### config.mk
export PLATFORM = sky130hd
export DESIGN_NAME = cram_dump_reader
export DESIGN_NICKNAME = d
export VERILOG_FILES = /design/src/rtl/cram_dump_reader_pkg.sv /design/src/rtl/cram_dump_reader.sv
export SDC_FILE = /design/constraint.sdc
export NUM_CORES = 1
export LEC_CHECK = 0
export ABC_AREA = 1
export ABC_CLOCK_PERIOD_IN_PS = 2300
export CORE_AREA = 4 4 81 83
export DETAILED_ROUTE_END_ITERATION = 6
export DIE_AREA = 0 0 85 87
export PLACE_DENSITY = 0.81
export SLEW_MARGIN = 0
export SYNTH_ARGS = -nofsm -noshare
export SYNTH_HDL_FRONTEND = slang
export SYNTH_SLANG_ARGS = --single-unit
### constraint.sdc
create_clock -name i_w_clk -period 2.3 [get_ports i_w_clk]
set_input_delay 0.575 -clock i_w_clk [delete_from_list [all_inputs] [get_ports i_w_clk]]
set_output_delay 0.575 -clock i_w_clk [all_outputs]
set_load 0.01 [all_outputs]
### src/rtl/cram_dump_reader_pkg.sv
// Shared definitions for readers of the CPU RAM display port: the dump FSM state
// encodings and the synchronous read latency of the display port.
package cram_dump_reader_pkg;

    typedef enum logic [1:0] {
        ST_IDLE  = 2'd0,
        ST_READ  = 2'd1,
        ST_LATCH = 2'd2,
        ST_VALID = 2'd3
    } dump_state_t;

    // Cycles from presenting a display address until the RAM output holds that word.
    localparam int unsigned DispReadLatency = 1;

endpackage

### src/rtl/cram_dump_reader.sv
// Walks a contiguous range of the CPU RAM display port and streams each word,
// tagged with its address, over a valid/ready interface.
module cram_dump_reader
    import cram_dump_reader_pkg::*;
#(
    parameter int p_data_width    = 16,
    parameter int p_address_width = 10
) (
    input  logic                       i_w_clk,
    input  logic                       i_w_reset,
    input  logic                       i_w_start,
    input  logic                       i_w_abort,
    input  logic [p_address_width-1:0] i_w_base_address,
    input  logic [p_address_width:0]   i_w_count,
    output logic [p_address_width-1:0] o_w_disp_address,
    input  logic [p_data_width-1:0]    i_w_disp_out,
    output logic [p_data_width-1:0]    o_r_data,
    output logic [p_address_width-1:0] o_r_address,
    output logic                       o_r_valid,
    input  logic                       i_w_ready,
    output logic                       o_r_busy,
    output logic                       o_r_done
);

    localparam logic [p_address_width:0]   CountOne = (p_address_width+1)'(1);
    localparam logic [p_address_width-1:0] AddrOne  = p_address_width'(1);

    dump_state_t              state_q;
    logic [p_address_width:0] remaining_q;

    // LATCH captures the RAM output one cycle after READ, matching DispReadLatency.
    always_ff @(posedge i_w_clk) begin
        if (i_w_reset) begin
            state_q          <= ST_IDLE;
            remaining_q      <= '0;
            o_w_disp_address <= '0;
            o_r_data         <= '0;
            o_r_address      <= '0;
            o_r_valid        <= 1'b0;
            o_r_busy         <= 1'b0;
            o_r_done         <= 1'b0;
        end else begin
            o_r_done <= 1'b0;
            if (i_w_abort) begin
                state_q          <= ST_IDLE;
                remaining_q      <= '0;
                o_w_disp_address <= '0;
                o_r_data         <= '0;
                o_r_address      <= '0;
                o_r_valid        <= 1'b0;
                o_r_busy         <= 1'b0;
            end else begin
                case (state_q)
                    ST_IDLE: begin
                        if (i_w_start) begin
                            if (i_w_count == '0) begin
                                o_r_done <= 1'b1;
                            end else begin
                                o_w_disp_address <= i_w_base_address;
                                remaining_q      <= i_w_count;
                                o_r_busy         <= 1'b1;
                                state_q          <= ST_READ;
                            end
                        end
                    end
                    ST_READ: begin
                        state_q <= ST_LATCH;
                    end
                    ST_LATCH: begin
                        o_r_data    <= i_w_disp_out;
                        o_r_address <= o_w_disp_address;
                        o_r_valid   <= 1'b1;
                        state_q     <= ST_VALID;
                    end
                    ST_VALID: begin
                        if (i_w_ready) begin
                            o_r_valid   <= 1'b0;
                            remaining_q <= remaining_q - CountOne;
                            if (remaining_q == CountOne) begin
                                o_r_done <= 1'b1;
                                o_r_busy <= 1'b0;
                                state_q  <= ST_IDLE;
                            end else begin
                                o_w_disp_address <= o_w_disp_address + AddrOne;
                                state_q          <= ST_READ;
                            end
                        end
                    end
                    default: begin
                        state_q <= ST_IDLE;
                    end
                endcase
            end
        end
    end

endmodule

==> impl_metrics.csv <==
group,metric,value,unit
outcome,status,"finished clean",
drt,vias,2839,
die,die_h,87,µm
layout,layout.nets,524,
synthesis,synth-seq-area-share,0.380,
clocking,cts_inserted_buffers,5,
synthesis,ys_ff_latch,52,
die,die_width,85,µm
layout,area_delta_synth_final,34.6,%
pwr,p_comb_frac,0.217,
drt,dr.pass1.iters,5,
sta,tns,0,ns
placed_design,io_buffers,80,
pwr,seq_power_share,0.494,
drt,route.final.wire_length,7.43,mm
sta,fmax,524,MHz
synthesis,synth_edf_count,0,
die,core,0.00585,mm²
synthesis,yosys.cell_types.count,31,
synthesis,syn-cell-area,0.00274,mm²
drt,vias_per_cell,5.14,
clocking,cts_tree,"done",
layout,fillers,533,
min_path,hold_class,"register to register",
sta,period_needed,1.91,ns
job,maxCapViolations,0,
clocking,postCtsHoldBufs,0,
sta,worst_pin_slew,0.509,ns
grt,antenna_found_initial,0,
layout,final_cells,552,
sta,hold_viol_final,0,
drt,initialDrtViolationCount,211,
critical_path,critPathKind,"register to register",
drt,avgRoutedWirePerCell,13.5,µm
synthesis,synth_compound_area_frac,0.165,
grt,grt_pass1_vias,2620,
grt,grt_max_degree,30,
die,initial_core_util,0.469,
synthesis,muxShareOfSynthArea,0,
clocking,cts.clk_slew.worst_paths,0.10,ns
pwr,power_leakage,0.00151,µW
sta,rsz0062_at_grt,"no",
die,dieArea,0.00740,mm²
sta,period_share,0.830,
layout,fin_util,0.630,
sta,drv_slew,0,
pwr,vdd_drop_max,0.000373,V
critical_path,cp_data_required_time,2.51,ns
placed_design,post-place-cells,544,
clocking,cts.sinks,52,
synthesis,synth-xor-area-share,0,
clocking,clockBufferDepth,2,
synthesis,postSynth.asyncResetShare,0,
layout,drive_above_1_share,0.0818,
synthesis,synth_top_flop_cell,"dfxtp_1",
clocking,cts_root_buf,"clkbuf_8",
critical_path,start_kind,"register",
pwr,power_frac_clock,0.289,
grt,gr-usage-all-layers,0.201,
sta,clock_skew,0.00808,ns
pwr,switching_share,0.312,
sta,setup_viol,0,
clocking,clock_latency,0.31,ns
grt,grt_pass1_wl,12.1,mm
critical_path,end_kind,"register",
synthesis,yosysWarnings,0,
clocking,postCtsResizedCells,0,
synthesis,yosys.area_share.simple,0.348,
synthesis,synth_top_family_by_area,"simple AND/OR/NAND/NOR gates",
synthesis,synthCells,400,
pwr,intPower,1340,µW
synthesis,syn-mean-instance-area,6.85,µm²
placed_design,dpl.hpwl,5.61,mm
placed_design,globalplace.congestion,0.874,
pwr,p_per_area,529,mW/mm²
sta,timing.slew.headroom,0.659,
die,rows,28,
layout,n_antenna_cell,0,
clocking,h-tree-depth,2,
drt,drc,0,
drt,ant_nets,0,
critical_path,worstPathArrival,2.11,ns
critical_path,crit_fanout,18,
synthesis,synth_fa_ha_area_frac,0.0274,
pwr,p_switching,609,µW
clocking,post_cts_buffers,0,
synthesis,syn_nets,448,
die,io_pins,81,
grt,grt.overflow.total,0,
## state kept, by name, summed over array words and instances, names as in the netlist
| register | cells |
|---|---|
| o_r_address | 10 |
| o_r_data | 16 |
| o_r_valid | 1 |
| remaining_q | 11 |
| o_r_done | 1 |
| o_w_disp_address | 10 |
| o_r_busy | 1 |
| state_q | 2 |
## worst paths after layout
path / slack, ns / to / cells past startpoint / startpoint
hold / removal: 0.47 / o_r_data[3] / 2 / o_r_data[3]
hold reg to reg: 0.47 / o_r_data[3] / 2 / o_r_data[3]
setup / recovery: 0.39 / o_r_data[13] / 5 / state_q[0]
setup reg to reg: 0.39 / o_r_data[13] / 5 / state_q[0]
## area by class of cell
cell class,count,area [µm²],share of cell area
Multi-Input combinational cell,295,1480,0.402
Sequential cell,52,1040,0.282
Timing Repair Buffer,84,831,0.225
Inverter,38,145,0.0393
Tap cell,75,93.8,0.0254
Clock buffer,5,68.8,0.0187
Clock inverter,3,27.5,0.00746
## metrics by stage
stage | worst slack [ns] | hold slack, ns | area [µm²] | total power (µW)
CTS | 0.360 | 0.470 | 3690 | 1960
finish | 0.391 | 0.467 | 3690 | 1950
floorplan | 0.782 | 0.447 | 2740 | 1230
global route | 0.114 | 0.486 | 3690 | 2060
global placement | 0.265 | 0.447 | 3590 | 1400
detailed placement | 0.221 | 0.454 | 3590 | 1400
## layer usage
| metal | vias up | GRT usage | wire [µm] |
|---|---|---|---|
| met5 | - | 0 | 0 |
| met4 | 0 | 0.0590 | 71 |
| met3 | 7 | 0.0615 | 643 |
| met2 | 102 | 0.324 | 3480 |
| met1 | 1291 | 0.261 | 3230 |
| li1 | 1439 | - | - |
## cell usage after synthesis, types with 3 or more instances
library cell	number	share of area
o21ai_1	5	0.0091
ha_1	6	0.027
nand4_1	4	0.0091
nor2_4	5	0.021
inv_1	31	0.042
nand2_1	124	0.17
clkbuf_1	11	0.015
a21oi_1	38	0.069
nor2_2	3	0.0068
dfxtp_1	52	0.38
o21ai_0	31	0.057
inv_2	4	0.0055
nand2_4	8	0.033
nand3_1	29	0.053
nor2_1	29	0.040
## power by group through the flow
stage	sequential, µW	combinational, µW	clock, µW
6_report	965	424	564
5_1_grt	970	468	619
2_1_floorplan	987	241	0
4_1_cts	964	423	577
3_3_place_gp	984	413	0
3_5_place_dp	984	420	0
## cell families (layout without fill, tap and decap cells)
kind of cell / count (synthesis) / after routing
AND/OR/NAND/NOR: 208 / 208
flip-flops: 52 / 52
adder cells (fa/ha/maj): 6 / 6
buffers and inverters: 53 / 130
AO/OA/AOI/OAI: 81 / 81
## critical path, cell delays in order (launching register included)
cell      delay, ns
dfxtp_1        0.36
inv_1          0.11
ha_1           0.49
clkinv_1       0.57
nand2_1        0.21
a21oi_1        0.08
## layout by cell type, fill, tap and decap left out
cell / synthesis / layout
a21oi_1: 38 / 38
a21oi_4: 2 / 2
buf_4: 0 / 4
clkbuf_8: 0 / 5
clkdlybuf4s50_1: 0 / 80
clkinv_1: 2 / 2
clkinv_4: 0 / 1
clkinvlp_4: 0 / 1
dfxtp_1: 52 / 52
ha_1: 6 / 6
inv_1: 31 / 31
inv_2: 4 / 4
inv_4: 1 / 1
inv_8: 0 / 1
nand2_1: 124 / 124
nand2_2: 1 / 1
nand2_4: 8 / 8
nand3_1: 29 / 29
nand3_2: 1 / 1
nand3b_1: 1 / 1
nand4_1: 4 / 4
nor2_1: 29 / 29
nor2_2: 3 / 3
nor2_4: 5 / 5
nor3_1: 1 / 1
o211a_1: 1 / 1
o21ai_0: 31 / 31
o21ai_1: 5 / 5
o21bai_1: 1 / 1
o21bai_4: 1 / 1
o22ai_1: 1 / 1
o31ai_1: 1 / 1
or2_1: 1 / 1
or2_4: 1 / 1
Power figures use the tool's default switching activity.
